### src/rtl/sd_spi_responder.sv
// SPI-mode SD card responder: frames 6-byte commands, answers with R1, and
// streams a 512-byte block from an external buffer after a CMD17.
module sd_spi_responder #(
  parameter int SYNC_STAGES = 2
) (
  input  logic        clk,
  input  logic        rst,
  input  logic        sd_clk,
  input  logic        sd_cs,
  input  logic        sd_mosi,
  output logic        sd_miso,
  output logic        rd_en,
  output logic [8:0]  rd_addr,
  input  logic [7:0]  rd_data,
  output logic        cmd_valid,
  output logic [5:0]  cmd_idx,
  output logic [31:0] cmd_arg
);

  // state | meaning
  // HUNT  | send 0xFF, wait for a byte starting with 2'b01
  // CMD   | collect 4 argument bytes and the CRC byte
  // NCR   | one 0xFF byte before the response
  // RESP  | R1 byte on the wire
  // GAP   | one 0xFF byte before the start token
  // TOKEN | 0xFE start token on the wire
  // DATA  | 512 block bytes on the wire
  // CRC   | two 0xFF CRC bytes, then back to HUNT
  typedef enum logic [2:0] {
    HUNT, CMD, NCR, RESP, GAP, TOKEN, DATA, CRC
  } state_t;

  state_t state, state_n;

  logic [SYNC_STAGES-1:0] clk_sync, cs_sync, mosi_sync;
  logic        clk_s, cs_s, mosi_s, clk_d;
  logic        sck_rise, sck_fall, boundary;
  logic [2:0]  bit_cnt;
  logic [6:0]  rx_shift;
  logic [7:0]  rx_byte, tx_shift, tx_n, r1, data_q;
  logic        miso_q, idle, rd_fire, rd_pend;
  logic [8:0]  byte_left, addr_q;
  logic [5:0]  idx_q;
  logic [31:0] arg_shift;

  always_ff @(posedge clk) begin
    if (rst) begin
      clk_sync  <= '0;
      cs_sync   <= '1;
      mosi_sync <= '0;
      clk_d     <= 1'b0;
    end else begin
      clk_sync[0]  <= sd_clk;
      cs_sync[0]   <= sd_cs;
      mosi_sync[0] <= sd_mosi;
      for (int i = 1; i < SYNC_STAGES; i++) begin
        clk_sync[i]  <= clk_sync[i-1];
        cs_sync[i]   <= cs_sync[i-1];
        mosi_sync[i] <= mosi_sync[i-1];
      end
      clk_d <= clk_s;
    end
  end

  assign clk_s    = clk_sync[SYNC_STAGES-1];
  assign cs_s     = cs_sync[SYNC_STAGES-1];
  assign mosi_s   = mosi_sync[SYNC_STAGES-1];
  assign sck_rise = clk_s & ~clk_d & ~cs_s;
  assign sck_fall = ~clk_s & clk_d & ~cs_s;
  assign boundary = sck_rise & (bit_cnt == 3'd0);
  assign rx_byte  = {rx_shift, mosi_s};

  assign sd_miso = rst | cs_s | miso_q;
  assign rd_en   = rd_fire & ~rst;
  assign rd_addr = addr_q;

  always_comb begin
    r1 = {5'b0, 1'b1, 1'b0, idle};
    case (cmd_idx)
      6'd0:                r1 = 8'h01;
      6'd1, 6'd41:         r1 = 8'h00;
      6'd16, 6'd17, 6'd55: r1 = {7'b0, idle};
      default:             ;
    endcase
  end

  always_ff @(posedge clk) begin
    if (rst) state <= HUNT;
    else     state <= state_n;
  end

  // The byte loaded at a boundary is the one for the state being entered.
  always_comb begin
    state_n = state;
    tx_n    = 8'hFF;
    rd_fire = 1'b0;
    if (cs_s) begin
      state_n = HUNT;
    end else if (boundary) begin
      case (state)
        HUNT:  if (rx_byte[7:6] == 2'b01) state_n = CMD;
        CMD:   if (byte_left == 9'd0) state_n = NCR;
        NCR: begin
          state_n = RESP;
          tx_n    = r1;
        end
        RESP:  state_n = (cmd_idx == 6'd17 && !idle) ? GAP : HUNT;
        GAP: begin
          state_n = TOKEN;
          tx_n    = 8'hFE;
          rd_fire = 1'b1;
        end
        TOKEN: begin
          state_n = DATA;
          tx_n    = data_q;
          rd_fire = 1'b1;
        end
        DATA: begin
          if (byte_left == 9'd0) begin
            state_n = CRC;
          end else begin
            tx_n    = data_q;
            rd_fire = (byte_left > 9'd1);
          end
        end
        CRC:   if (byte_left == 9'd0) state_n = HUNT;
        default: state_n = HUNT;
      endcase
    end
  end

  always_ff @(posedge clk) begin
    if (rst) begin
      bit_cnt   <= 3'd7;
      rx_shift  <= '0;
      tx_shift  <= 8'hFF;
      miso_q    <= 1'b1;
      byte_left <= '0;
      idx_q     <= '0;
      arg_shift <= '0;
      addr_q    <= '0;
      data_q    <= '0;
      rd_pend   <= 1'b0;
      idle      <= 1'b1;
      cmd_valid <= 1'b0;
      cmd_idx   <= '0;
      cmd_arg   <= '0;
    end else begin
      cmd_valid <= 1'b0;
      rd_pend   <= rd_en;
      if (rd_pend) data_q <= rd_data;
      if (cs_s) begin
        bit_cnt   <= 3'd7;
        byte_left <= '0;
        tx_shift  <= 8'hFF;
        miso_q    <= 1'b1;
      end else begin
        // bit_cnt wraps 0 -> 7 on its own at each byte boundary
        if (sck_rise) begin
          rx_shift <= rx_byte[6:0];
          bit_cnt  <= bit_cnt - 3'd1;
        end
        if (boundary) begin
          tx_shift <= tx_n;
          case (state)
            HUNT: begin
              if (rx_byte[7:6] == 2'b01) begin
                idx_q     <= rx_byte[5:0];
                byte_left <= 9'd4;
              end
            end
            CMD: begin
              if (byte_left == 9'd0) begin
                cmd_valid <= 1'b1;
                cmd_idx   <= idx_q;
                cmd_arg   <= arg_shift;
              end else begin
                arg_shift <= {arg_shift[23:0], rx_byte};
                byte_left <= byte_left - 9'd1;
              end
            end
            NCR: begin
              if (cmd_idx == 6'd0) idle <= 1'b1;
              else if (cmd_idx == 6'd1 || cmd_idx == 6'd41) idle <= 1'b0;
            end
            RESP:  if (state_n == GAP) addr_q <= '0;
            TOKEN: byte_left <= 9'd511;
            DATA: begin
              if (byte_left == 9'd0) byte_left <= 9'd1;
              else                   byte_left <= byte_left - 9'd1;
            end
            CRC:   if (byte_left != 9'd0) byte_left <= byte_left - 9'd1;
            default: ;
          endcase
        end else if (sck_fall) begin
          miso_q   <= tx_shift[7];
          tx_shift <= {tx_shift[6:0], 1'b1};
        end
        if (rd_fire && addr_q != 9'd511) addr_q <= addr_q + 9'd1;
      end
    end
  end

endmodule

### config.mk
export PLATFORM = sky130hd
export DESIGN_NAME = sd_spi_responder
export DESIGN_NICKNAME = d
export VERILOG_FILES = /design/src/rtl/sd_spi_responder.sv
export SDC_FILE = /design/constraint.sdc
export NUM_CORES = 1
export LEC_CHECK = 0
export BUFFER_PORTS_ARGS = -buffer_cell sky130_fd_sc_hd__buf_2
export CAP_MARGIN = 10
export CORE_MARGIN = 4
export CORE_UTILIZATION = 30
export CTS_BUF_LIST = sky130_fd_sc_hd__clkbuf_16
export CTS_CLUSTER_SIZE = 8
export DETAILED_ROUTE_END_ITERATION = 7
export PLACE_DENSITY_LB_ADDON = 0.3
export SYNTH_ARGS = -nofsm -noshare
export SYNTH_HDL_FRONTEND = slang
export SYNTH_SLANG_ARGS = --single-unit
### constraint.sdc
create_clock -name clk -period 3.3 [get_ports clk]
set_clock_uncertainty 0.1 [all_clocks]
set_input_delay 0.165 -clock clk [delete_from_list [all_inputs] [get_ports clk]]
set_output_delay 0.165 -clock clk [all_outputs]
set_load 0.005 [all_outputs]
== Word-level counts from Yosys, hierarchy flattened ==
Index checks and enable logic that the tools add are counted.
Word-level totals
  word-level logic and storage cells: 113
  output and inout bits: 50
  register bits after elaboration: 134
  input port bits: 13
Operators by class
  magnitude comparators: 1
  eq/ne operators: 18
  reductions and logical operators: 28
  add/subtract/negate cells: 3
  multiplexer cells: 29
  bitwise logic cells: 15
Operator list (number)
  $mux 9: 8
  $pmux 9 s5: 1
  $pmux 8 s4: 1
  $mux 8: 3
  $pmux 3 s8: 1
  $mux 3: 7
  $reduce_and 4->1: 5
  $eq 3x3->1 const B: 5
  $eq 6x5->1 const B: 2
  $eq 6x6->1 const B: 2
  $reduce_bool 2->1: 5
  $add 9x1->9 const B: 1
  $gt 9x1->1 const B: 1
  $logic_not 9->1: 1
  $ne 9x9->1 const B: 1
  $pmux 3 s3: 1
  $reduce_bool 9->1: 1
  $sub 9x1->9 const B: 1
  $not 1->1: 7
  $and 1x1->1: 6
  $eq 3x2->1 const B: 2
  $eq 6x1->1 const B: 1
  $logic_not 3->1: 2
  $logic_not 6->1: 1
  other kinds (16): 28

== Longest topological paths before layout ==
Gate-level depths: netlist of run 1.
  depth after elaboration: 11
  gate-level depth with buffers: 10

== Least setup slack after synthesis of run 1 ==
Ideal clock, no wire load.
  path type: register to register
  start: reg byte_left[0]
  end: reg addr_q[5] (netlist: rd_addr[5])
  arrival time: 1.938 ns
  setup time: 0.121 ns
  cell stages (with the launch flop): 8
  setup slack: 1.141 ns
  required time: 3.079 ns
  path buffers: 0
  cell sequence: dfxtp_1 -> inv_1 -> ha_1 -> or2_2 -> o211ai_1 -> a31oi_2 -> nor4_1 -> mux2_2
On the way
  cells in the longest elaborated chain, start to end: 8
  elaborated cells on any way between the ends: 19
Ends and longest elaborated chain
  start, declared: line 42  | logic [8:0] byte_left, addr_q;
  start signal, assigned: line 179  | byte_left <= byte_left - 9'd1;
  start signal, assigned: line 190  | else byte_left <= byte_left - 9'd1;
  start signal, assigned: line 192  | CRC: if (byte_left != 9'd0) byte_left <= byte_left - 9'd1;
  $gt 9x1->1 / $logic_not 9->1 (equally long branches)
  $mux 1 (tied with other cells): line 119  | if (byte_left == 9'd0) begin
  $pmux 1 s2 / $pmux 3 s8 (equally long branches): line 100  | case (state)
  $mux 1 / $mux 3 (equally long branches): line 99  | end else if (boundary) begin
  $mux 1 / $mux 3 (equally long branches): line 97  | if (cs_s) begin
  $logic_and 1x1->1 / $eq 3x3->1 (equally long branches): line 199, 186
  $reduce_bool 2->1 (no source line)
  $reduce_and 4->1 (no source line)
  end signal, assigned: line 199  | if (rd_fire && addr_q != 9'd511) addr_q <= addr_q + 9'd1;
  end, declared: line 42
Several ways; a longest one is shown, not always the timed one.
A chain may end at the register's enable or synchronous reset.

== Final worst setup path of run 1 ==
  start: reg byte_left[0]
  end: out rd_en
On the way
  cells in the longest elaborated chain, start to end: 6
  elaborated cells on any way between the ends: 7
Ends and longest elaborated chain
  $gt 9x1->1 / $logic_not 9->1 (equally long branches): line 123, 119
  $mux 1 (*): line 119
  $pmux 1 s2 (*): line 100
  $mux 1 (*): line 99
  $mux 1 (*): line 97
  $and 1x1->1 (*): line 74  | assign rd_en = rd_fire & ~rst;
  end, declared: line 12  | output logic rd_en,
Every way passes the cells marked *; elsewhere a longest branch is shown, timed or not.

==> run metrics, run 1 <==
Mapped Nets=719; CP cell instances=inv_1, ha_1, or2_2, o2111ai_1, nand2_1, nor3_1, buf_2; kind of end point of the critical path=output port; CTS Root Cell=clkbuf_16; port bufs=62; Synth-to-Final Area Change=22.2%; Worst Hold End=clk_d$_SDFF_PP0_; dominant cells by area after synthesis=dfxtp_1 47%, nand2_1 12%, a21oi_1 8.6%; global-route wire length before repair=24.8 mm; Die W=145 um; routed vias=5,045; final WL=14.7 mm; Max FO, Critical Path=7; DIE AREA=21,100 um^2; FP Rows=49; Crit Path Category=reg2out; shortest period the worst path allows=2670 ps; remaining global-route overflow=0; Reg2Reg Launch Point=state[2]$_SDFF_PP0_; WL met2=6.55 mm; max_cap viols=0; r2r worst-path depth=5; wl on met1=7.45 mm; Fmax=0.375 GHz; CTS tree=built; max layer used=met4; Synth Area in Compound Gates=17.8%; Slew Limit Fails=0; worst path bufs/invs=2; Initial DRT Pass Iterations=5; Worst path max stage delay=420 ps; syn avg cell area=8.09 um^2; Post-Syn Instances=699; routed vias/inst=5.02; outcome=completed; hold path depth=2; reg2reg end=rd_addr[5]$_SDFFE_PP0P_; Crit path required time=3030 ps; H-Tree Depth=4; most frequent cell after synthesis=nand2_1; drt wl/cell=14.7 um; slowest cell on the critical path=dfxtp_1; overall routing resource usage=14.1%; number of synthesized flops with an enable pin=0; xor/xnor share of the synthesized area=0.929%; antenna-violating nets left=0; vias in the first global route=4,791; final-report hold violation count=0; RSZ-0062 raised after global routing=no; RePlAce Congestion=0.852; Post-Synth Simple-Gate Area=25.1%; Pwr Total=3.58 mW; post-CTS setup buffer count=0; Clock Path Buffers=2; clock sinks=134; TNS Setup=0 ps; initial antenna violation count=0; post-synthesis adder-cell area fraction=1.55%; crit-path leading delay family=simple AND/OR/NAND/NOR gates; antenna cells=0; Iteration-0 DRC Markers=353; post-synthesis mux area share=3.05%; Reg clk slew, reported paths=60 ps; core area=18,300 um^2; worst-margin pin slew=905 ps; Initial Util=30.9%; ys async rst share=0%; most common library cells after synthesis=174 x nand2_1, 134 x dfxtp_1, 97 x a21oi_1, 41 x nor2_1, 33 x clkbuf_1; Die Ht=145 um; Leak Pwr=2.62 nW; post_cts resized=0; hold_sp=rst; pwr dens=518 nW/um^2; DP Wirelength=9.74 mm; share of post-route cells with drive strength above 1=15.3%; Hold/Removal Path Class=in2reg; CP Launch Type=flop; largest family of logic cells by synthesized area=simple AND/OR/NAND/NOR gates; FILL cells=1,893; DR DRC count=0; Cell variety after synth=64; met3 WL post-DR=627 um; Syn. warnings=0; fin nets=783; post-synth top area share=47.4%; clk_lat worst skew=420 ps; Main synth FF type=dfxtp_1; Slew HR=39.7%; register bit total from synthesis=134; Netlist Area Pre-Place=5650 um^2; biggest area consumer among synthesized cells=dfxtp_1; largest net degree at the start of global routing=88; register area share after synthesis=47.4%; Final period util=80.8%; r2r setup slk=730 ps; I/O pin count=63; Num CTS Buffers=17; crit path DAT=2400 ps; maximum VDD drop=0.221 mV; count of final setup violators=0
timing repair:
item	CTS	global route
hold buffers	18	0
endpoints found under the setup margin	0	0
endpoints found under the hold margin	11	0
through the flow:
stage | utilization [%] | setup WS, ps | hold WS (ps) | cells | cell area [um^2]
2_1_floorplan | - | 1140 | 169 | 699 | 5650
3_3_place_gp | 33.6 | 754 | 251 | 955 | 6140
3_5_place_dp | 33.6 | 762 | 262 | 955 | 6140
4_1_cts | 37.8 | 593 | 3.70 | 1005 | 6910
5_1_grt | 37.8 | 386 | 12.7 | 1005 | 6910
6_report | 37.8 | 633 | 15.1 | 1005 | 6910
routing by layer:
metal | track usage [%] | vias to the layer above
met5 | 0 | -
met4 | 3.85 | 0
met3 | 3.55 | 8
met2 | 21.6 | 109
met1 | 19.8 | 2383
li1 | - | 2545
worst max-delay path by stage:
stage / start / to / cells past startpoint
finish: byte_left[0]$_SDFFE_PP0P_ / rd_en / 7
global route: bit_cnt[0]$_SDFFE_PP1P_ / cmd_arg[16]$_SDFFE_PP0P_ / 9
CTS: byte_left[0]$_SDFFE_PP0P_ / rd_en / 7
detailed placement: state[1]$_SDFF_PP0_ / rd_addr[5]$_SDFFE_PP0P_ / 5
global placement: state[2]$_SDFF_PP0_ / rd_addr[5]$_SDFFE_PP0P_ / 5
floorplan: byte_left[0]$_SDFFE_PP0P_ / rd_addr[5]$_SDFFE_PP0P_ / 7
state kept, by name (all words and copies together) (netlist names):
name,flops
cs_sync,2
idx_q,6
idle,1
rd_addr,9
rd_pend,1
tx_shift,8
cmd_idx,6
cmd_arg,32
data_q,8
clk_sync,2
arg_shift,32
cmd_valid,1
mosi_sync,2
miso_q,1
state,3
bit_cnt,3
clk_d,1
rx_shift,7
byte_left,9
layout by cell type (no fill, tap or decap), drive strengths merged, types with 3 or more instances in the layout:
cell and n:
nor2b 9, nand2 174, buf 74, mux2i 15, xnor2 4, nand2b 7, a21o 4, bufinv 3
nor4 6, or2 6, a22o 3, a31oi 9, o21ai 25, nor3b 3, dfxtp 134, inv 13
nor2 41, and2 3, o211ai 5, ha 7, dlygate4sd3 18, nand4 5, nor3 12, clkinv 8
and3 4, or3 4, clkbuf 17, o2bb2ai 4, a21oi 97, nand3 23
layout make-up:
class / count / area (um^2) / share of cell area [%]
clock buffer: 17 / 425 / 6.15
clock inverter: 15 / 161 / 2.34
inverter: 9 / 33.8 / 0.489
multi-input combinational: 509 / 2740 / 39.6
sequential: 134 / 2680 / 38.8
tap: 229 / 287 / 4.15
timing repair buffer: 92 / 583 / 8.44
kinds of logic after synthesis:
logic type      Yosys count
xor+xnor                  6
buf+inv                  56
fa+ha+maj                 7
compound gates          170
flops                   134
mux                      17
simple gates            309
where the power goes:
| part | internal (mW) | total, mW | switching, mW |
|---|---|---|---|
| sequential | 1.62 | 1.63 | 0.00413 |
| clock | 1.18 | 1.90 | 0.719 |
| combinational | 0.0210 | 0.0558 | 0.0348 |
No activity file was read; power rests on OpenSTA's default activity.
==> run 2: changes to the inputs <==
Settings changed: ABC_AREA set to 1.
Clock period 3.3 ns to 2.4 ns, I/O delays scaled along.
==> run 2 against run 1 <==
Critical path depth up 5. Non-clock buffer count fell by 9. Via count fell by 6.3%. Register-to-register slack worse by 420 ps. Cell count rose by 4.3%. Design area is 0.11% higher. Clock power up 35%. Combinational power is 79% higher. Global-route usage is 1.9 points lower. Synthesized cell count grew 4.6%. Setup slack lost 380 ps. Largest cell class is now registers. Highest routed layer unchanged.
==> run metrics, run 2 <==
Max FO, Critical Path=7 (unchanged); post-synth top area share=47.2% (-0.24 points); final-report hold violation count=0 (unchanged); CTS tree=built; Die Ht=146 um (+0.24%); largest net degree at the start of global routing=77 (-13%); Crit path required time=2180 ps (-850 ps); register bit total from synthesis=134 (unchanged); antenna cells=0 (unchanged); pwr dens=707 nW/um^2 (+37%); r2r worst-path depth=9 (+4); Fmax=0.465 GHz; drt wl/cell=11.9 um (-19%); clock power share=52.3% (-0.7 points); routed vias/inst=4.51 (-10%); Crit Path Category=reg2out; commonest non-fill, non-tap cell in the layout=dfxtp_1; number of synthesized flops with an enable pin=0 (unchanged); Iteration-0 DRC Markers=172 (-51%); clock sinks=134 (unchanged); final WL=12.4 mm (-16%); syn avg cell area=7.77 um^2 (-3.9%); vias in the first global route=4,464 (-6.8%); count of final setup violators=0 (unchanged); Post-Layout Cell Count=1,048 (+4.3%); Num CTS Buffers=17 (unchanged); Hold/Removal Path Class=in2reg; Worst Hold End=mosi_sync[0]$_SDFF_PP0_; Int Pwr=3.74 mW (+33%); DR DRC count=0 (unchanged); Largest regs=arg_shift: 32 flops, cmd_arg: 32 flops; crit path DAT=1930 ps (-470 ps); commonest non-fill, non-tap cells in the layout=134 x dfxtp_1, 108 x a21oi_1, 106 x inv_1; reg2reg end=byte_left[2]$_SDFFE_PP0P_; share of post-route cells with drive strength above 1=18.6% (+3.2 points); DIE AREA=21,200 um^2 (+0.48%); outcome=completed; routed vias=4,728 (-6.3%); RePlAce Congestion=0.814 (-4.5%); Die W=146 um (+0.24%); Mapped Nets=751 (+4.5%); I/O pin count=63 (unchanged); Slew HR=59.7% (+20 points); slowest cell on the critical path=dfxtp_1; Netlist Area Pre-Place=5680 um^2 (+0.51%); Final period util=89.6%; most frequent cell after synthesis=dfxtp_1; fin nets=821 (+4.9%); Net Sw Frac=23.6% (+2.4 points); initial antenna violation count=0 (unchanged); register area share after synthesis=47.2% (-0.24 points); hold path depth=2 (unchanged); DP Wirelength=8.46 mm (-13%); hold_sp=rst; FP Rows=50 (+2.0%); dpl cells=1,005 (+5.2%); biggest area consumer among synthesized cells=dfxtp_1; antenna-violating nets left=0 (unchanged); shortest period the worst path allows=2150 ps; Worst path max stage delay=340 ps (-80 ps); Leak Pwr=2.89 nW (+10%); Cell variety after synth=38 (-41%); Main synth FF type=dfxtp_1; TNS Setup=0 ps (unchanged); Syn. warnings=0 (unchanged); post-layout util=37.1% (-0.72 points); Slew Limit Fails=0 (unchanged); kind of end point of the critical path=output port; most common library cells after synthesis=134 x dfxtp_1, 108 x a21oi_1, 107 x inv_1, 99 x o21ai_0, 78 x nand2_1; CTS Root Cell=clkbuf_16; CP Launch Type=flop; Switch Pwr=1.15 mW (+52%); r2r setup slk=310 ps (-420 ps); Comb power frac=2.1% (+0.5 points); core area=18,600 um^2 (+2.0%); Post-Syn Instances=731 (+4.6%); Reg clk slew, reported paths=60 ps (about the same); max_cap viols=0 (unchanged); remaining global-route overflow=0 (unchanged); worst-margin pin slew=602 ps (-303 ps); H-Tree Depth=4 (unchanged); Synth-to-Final Area Change=21.8%; clk_lat worst skew=420 ps (about the same); Pwr Total=4.89 mW (+37%); Flop pwr share=45.7% (+0.3 points); ys async rst share=0% (unchanged); Clock Path Buffers=2 (unchanged); RSZ-0062 raised after global routing=no; CP cell instances=inv_1, ha_1, inv_1, nor2_1, nand2_1, nor2_8, nor2_4, nand3_1, nand2_2, nand2_1, nor2_1, buf_2; global-route wire length before repair=21.6 mm (-13%); port bufs=62 (unchanged); maximum VDD drop=0.551 mV (+150%); dominant cells by area after synthesis=dfxtp_1 47%, a21oi_1 9.5%, o21ai_0 8.7%; overall routing resource usage=12.3% (-1.9 points); Initial DRT Pass Iterations=4 (-1); Initial Util=30.5% (-0.46 points); Reg2Reg Launch Point=cs_sync[1]$_SDFF_PP1_
## run 2: cell count changes after synthesis, sizes merged, moves of 17 or more
cell,change
inv,+103
o21ai,+78
nor2,+28
clkbuf,-17
a21oi,+21
nand2,-85
## run 2: layout make-up
type / count / area [um^2]
multi-input combinational: 451 / 2390
sequential: 134 / 2680
tap: 234 / 293
inverter: 114 / 435
fill: 1934 / 11700
timing repair buffer: 83 / 533
clock buffer: 17 / 425
clock inverter: 15 / 156
## run 2: worst max-delay path by stage
stage | endpoint | slack (ps) | start
after floorplan | rd_addr[7]$_SDFFE_PP0P_ | 620 | rd_addr[0]$_SDFFE_PP0P_
after global placement | rd_addr[3]$_SDFFE_PP0P_ | 340 | cs_sync[1]$_SDFF_PP1_
after detailed placement | rd_addr[5]$_SDFFE_PP0P_ | 290 | cs_sync[1]$_SDFF_PP1_
after CTS | rd_en | 190 | byte_left[1]$_SDFFE_PP0P_
after global routing | rd_addr[6]$_SDFFE_PP0P_ | 40 | cs_sync[1]$_SDFF_PP1_
final | rd_en | 250 | byte_left[1]$_SDFFE_PP0P_
## run 2: worst max-delay path, delay by kind of cell, from the launching register on
family / cells / cell delay [ps]
simple gates: 8 / 740
fa+ha+maj: 1 / 180
buf+inv: 3 / 250
flops: 1 / 340
## run 2: power groups by stage
| stage | Sequential, mW | Clock [mW] | Combinational (mW) |
|---|---|---|---|
| 5_1_grt | 2.23 | 2.74 | 0.118 |
| 2_1_floorplan | 2.28 | 0 | 0.0582 |
| 4_1_cts | 2.23 | 2.63 | 0.102 |
| 3_3_place_gp | 2.28 | 0 | 0.0888 |
| 6_report | 2.24 | 2.56 | 0.100 |
| 3_5_place_dp | 2.29 | 0 | 0.0885 |
## run 2: metrics by stage
| stage | setup WS (ps) | hold slack (ps) | cell area [um^2] |
|---|---|---|---|
| floorplan | 621 | 124 | 5680 |
| global placement | 337 | 213 | 6230 |
| detailed placement | 288 | 215 | 6230 |
| CTS | 188 | 36.1 | 6920 |
| global route | 42.6 | 77.8 | 6920 |
| finish | 250 | 38.3 | 6920 |
## run 2: logic make-up (layout without fill, tap and decap cells)
family,after synthesis,count (layout),share of synthesized area [%]
adders and majority gates,7,7,1.54
buffers and inverters,146,229,10.7
DFF,134,134,47.2
and+or+nand+nor,197,197,16.6
AOI/OAI and AO/OA,234,234,22.0
xor gates and xnor gates,13,13,2.00
## run 2: timing repair
action,in CTS,in global routing
resized for setup,0,0
hold endpoints to repair,11,0
buffers inserted,0,0
endpoints found under the setup margin,0,0
hold buffers,11,0
## run 2: per-layer routing
metal / track usage, % / vias to the layer above / wire, um
met5: 0 / - / 0
met4: 4.75 / 0 / 202
met3: 3.49 / 15 / 513
met2: 18.8 / 90 / 5510
met1: 16.4 / 2109 / 6200
li1: - / 2514 / -
==> run 3: changes to the inputs <==
Settings changed: SETUP_SLACK_MARGIN set to 0.3.
==> run 3 against run 2 <==
Setup slack better by 180 ps. Clock-buffer cell count stayed put. Non-clock buffer count is 14 higher. Sequential share of layout area is 0.78 points lower. Register-to-register slack better by 180 ps. Critical path type unchanged. Design area is 2.2% higher. Critical endpoint unchanged. Die area stayed put. Flip-flop and latch count stayed put. First-iteration DRC count is 25% higher. Via count is 1.6% higher. Largest cell class unchanged. Highest routed layer unchanged.
==> run metrics, run 3 (synthesis gave the netlist of run 2 again) <==
Die W=146 um (unchanged); Leak Pwr=2.96 nW (+2.5%); hold_sp=rst; max_cap viols=0 (unchanged); Slew HR=60.4% (+0.70 points); global-route wire length before repair=21.7 mm (+0.61%); Reg clk slew, reported paths=60 ps (about the same); initial antenna violation count=0 (unchanged); Initial Util=30.5% (unchanged); worst-margin pin slew=591 ps (-10.5 ps); largest net degree at the start of global routing=77 (unchanged); RePlAce Congestion=0.814 (unchanged); CP Launch Type=flop; remaining global-route overflow=0 (unchanged); fin nets=836 (+1.8%); drt wl/cell=12.0 um (+0.94%); FILL cells=1,917 (-0.88%); overall routing resource usage=12.3% (+0.059 points); Fmax=0.508 GHz (+9.3%); dpl cell area=6230 um^2 (unchanged); Max FO, Critical Path=3 (-4); clock sinks=134 (unchanged); Die Ht=146 um (unchanged); final WL=12.7 mm (+2.4%); CTS Root Cell=clkbuf_16; r2r setup slk=490 ps (+180 ps); crit path DAT=1750 ps (-180 ps); antenna cells=0 (unchanged); worst setup margin=433 ps (+183 ps); port bufs=62 (unchanged); commonest non-fill, non-tap cells in the layout=131 x dfxtp_1, 108 x a21oi_1, 103 x inv_1; I/O pin count=63 (unchanged); Synth-to-Final Area Change=24.4%; shortest period the worst path allows=1970 ps (-183 ps); routed vias/inst=4.52 (+0.17%); Initial DRT Pass Iterations=4 (unchanged); vias in the first global route=4,494 (+0.67%); Slew Limit Fails=0 (unchanged); Crit path required time=2180 ps (about the same); worst slack at placement=288 ps (unchanged); Num CTS Buffers=17 (unchanged); H-Tree Depth=4 (unchanged); CTS tree=built; TNS Setup=0 ps (unchanged); Reg2Reg Launch Point=byte_left[1]$_SDFFE_PP0P_; DR DRC count=0 (unchanged); Hold/Removal Path Class=in2reg; Iteration-0 DRC Markers=215 (+25%); antenna-violating nets left=0 (unchanged); Crit Path Category=reg2out; Hold WS=35.9 ps (-2.49 ps); DIE AREA=21,200 um^2 (unchanged); final-report hold violation count=0 (unchanged); routed vias=4,804 (+1.6%); Pwr Total=4.90 mW (+0.11%); final instance area=7070 um^2 (+2.2%); kind of end point of the critical path=output port; dpl cells=1,005 (unchanged); RSZ-0062 raised after global routing=no; hold path depth=2 (unchanged); pwr dens=693 nW/um^2 (-2.0%); share of post-route cells with drive strength above 1=21.5% (+2.9 points); count of final setup violators=0 (unchanged); r2r worst-path depth=13 (+4); FP Rows=50 (unchanged); Final period util=82.0% (-7.6 points); post-layout util=37.9% (+0.81 points); Worst Hold End=mosi_sync[0]$_SDFF_PP0_; Clock Path Buffers=2 (unchanged); commonest non-fill, non-tap cell in the layout=dfxtp_1; maximum VDD drop=0.552 mV (about the same); outcome=completed; Largest regs=arg_shift: 32 flops, cmd_arg: 32 flops; Post-Layout Cell Count=1,063 (+1.4%); DP Wirelength=8.46 mm (unchanged); reg2reg end=tx_shift[2]$_SDFFE_PP1P_; clk_lat worst skew=420 ps (about the same); core area=18,600 um^2 (unchanged)
## run 3: cell types whose count changed in the layout (fill, tap and decap cells not counted), moves of 2 or more
cell / before / now
buf_4: 7 / 20
inv_1: 106 / 103
nand2_1: 78 / 76
inv_2: 5 / 8
nand2_2: 11 / 13
nor2_1: 61 / 59
dfxtp_1: 134 / 131
dfxtp_2: 0 / 3
nor2_2: 3 / 5
## run 3: layout make-up
cell class                      count  area (um^2)  share of cell area [%]
Timing Repair Buffer               97          651                    9.20
Clock inverter                     15          156                    2.21
Multi-Input combinational cell    452         2420                    34.2
Tap cell                          234          293                    4.14
Sequential cell                   134         2690                    38.0
Clock buffer                       17          425                    6.02
Inverter                          114          438                    6.19
## run 3: what timing repair did
| action | 4_1_cts | 5_1_grt |
|---|---|---|
| hold buffers | 11 | 0 |
| setup buffers | 5 | 9 |
| pin swaps | 3 | 7 |
| gates resized for setup | 3 | 12 |
| endpoints found under the hold margin | 11 | 0 |
| endpoints found under the setup margin | 9 | 48 |
| cloned | 0 | 1 |
## run 3: power by group
group,internal [mW],leakage [nW],total [mW],switching (mW)
Combinational,0.0419,1.59,0.102,0.0597
Sequential,2.23,1.08,2.24,0.00495
Clock,1.47,0.282,2.56,1.09
Total,3.74,2.96,4.90,1.16
## run 3: worst max path at each step
stage                                   start                      end  slack, ps  cells after the start
floorplan             rd_addr[0]$_SDFFE_PP0P_  rd_addr[7]$_SDFFE_PP0P_        620                     13
detailed placement      cs_sync[1]$_SDFF_PP1_  rd_addr[5]$_SDFFE_PP0P_        290                      7
CTS                 byte_left[0]$_SDFFE_PP0P_                    rd_en        310                     12
global route        byte_left[1]$_SDFFE_PP0P_                    rd_en        300                     12
finish              byte_left[1]$_SDFFE_PP0P_                    rd_en        430                     12
global placement        cs_sync[1]$_SDFF_PP1_  rd_addr[3]$_SDFFE_PP0P_        340                      7
## run 3: worst max-delay path, cell delays in order, from the launching register on
cell     delay [ps]
dfxtp_2         340
inv_2            50
ha_2            160
inv_2            50
nor2_2           30
nand2_2         110
nor2_8           40
nor2_4          130
nand3_2          90
nand2_2          80
nand2_2          60
nor2_1           70
buf_2           120
## run 3: routing by layer
layer / global-route usage [%] / part of all wire, % / up-vias
met5: 0 / 0 / -
met4: 4.70 / 1.5 / 0
met3: 3.49 / 3.5 / 15
met2: 18.9 / 44 / 87
met1: 16.5 / 51 / 2152
li1: - / - / 2550
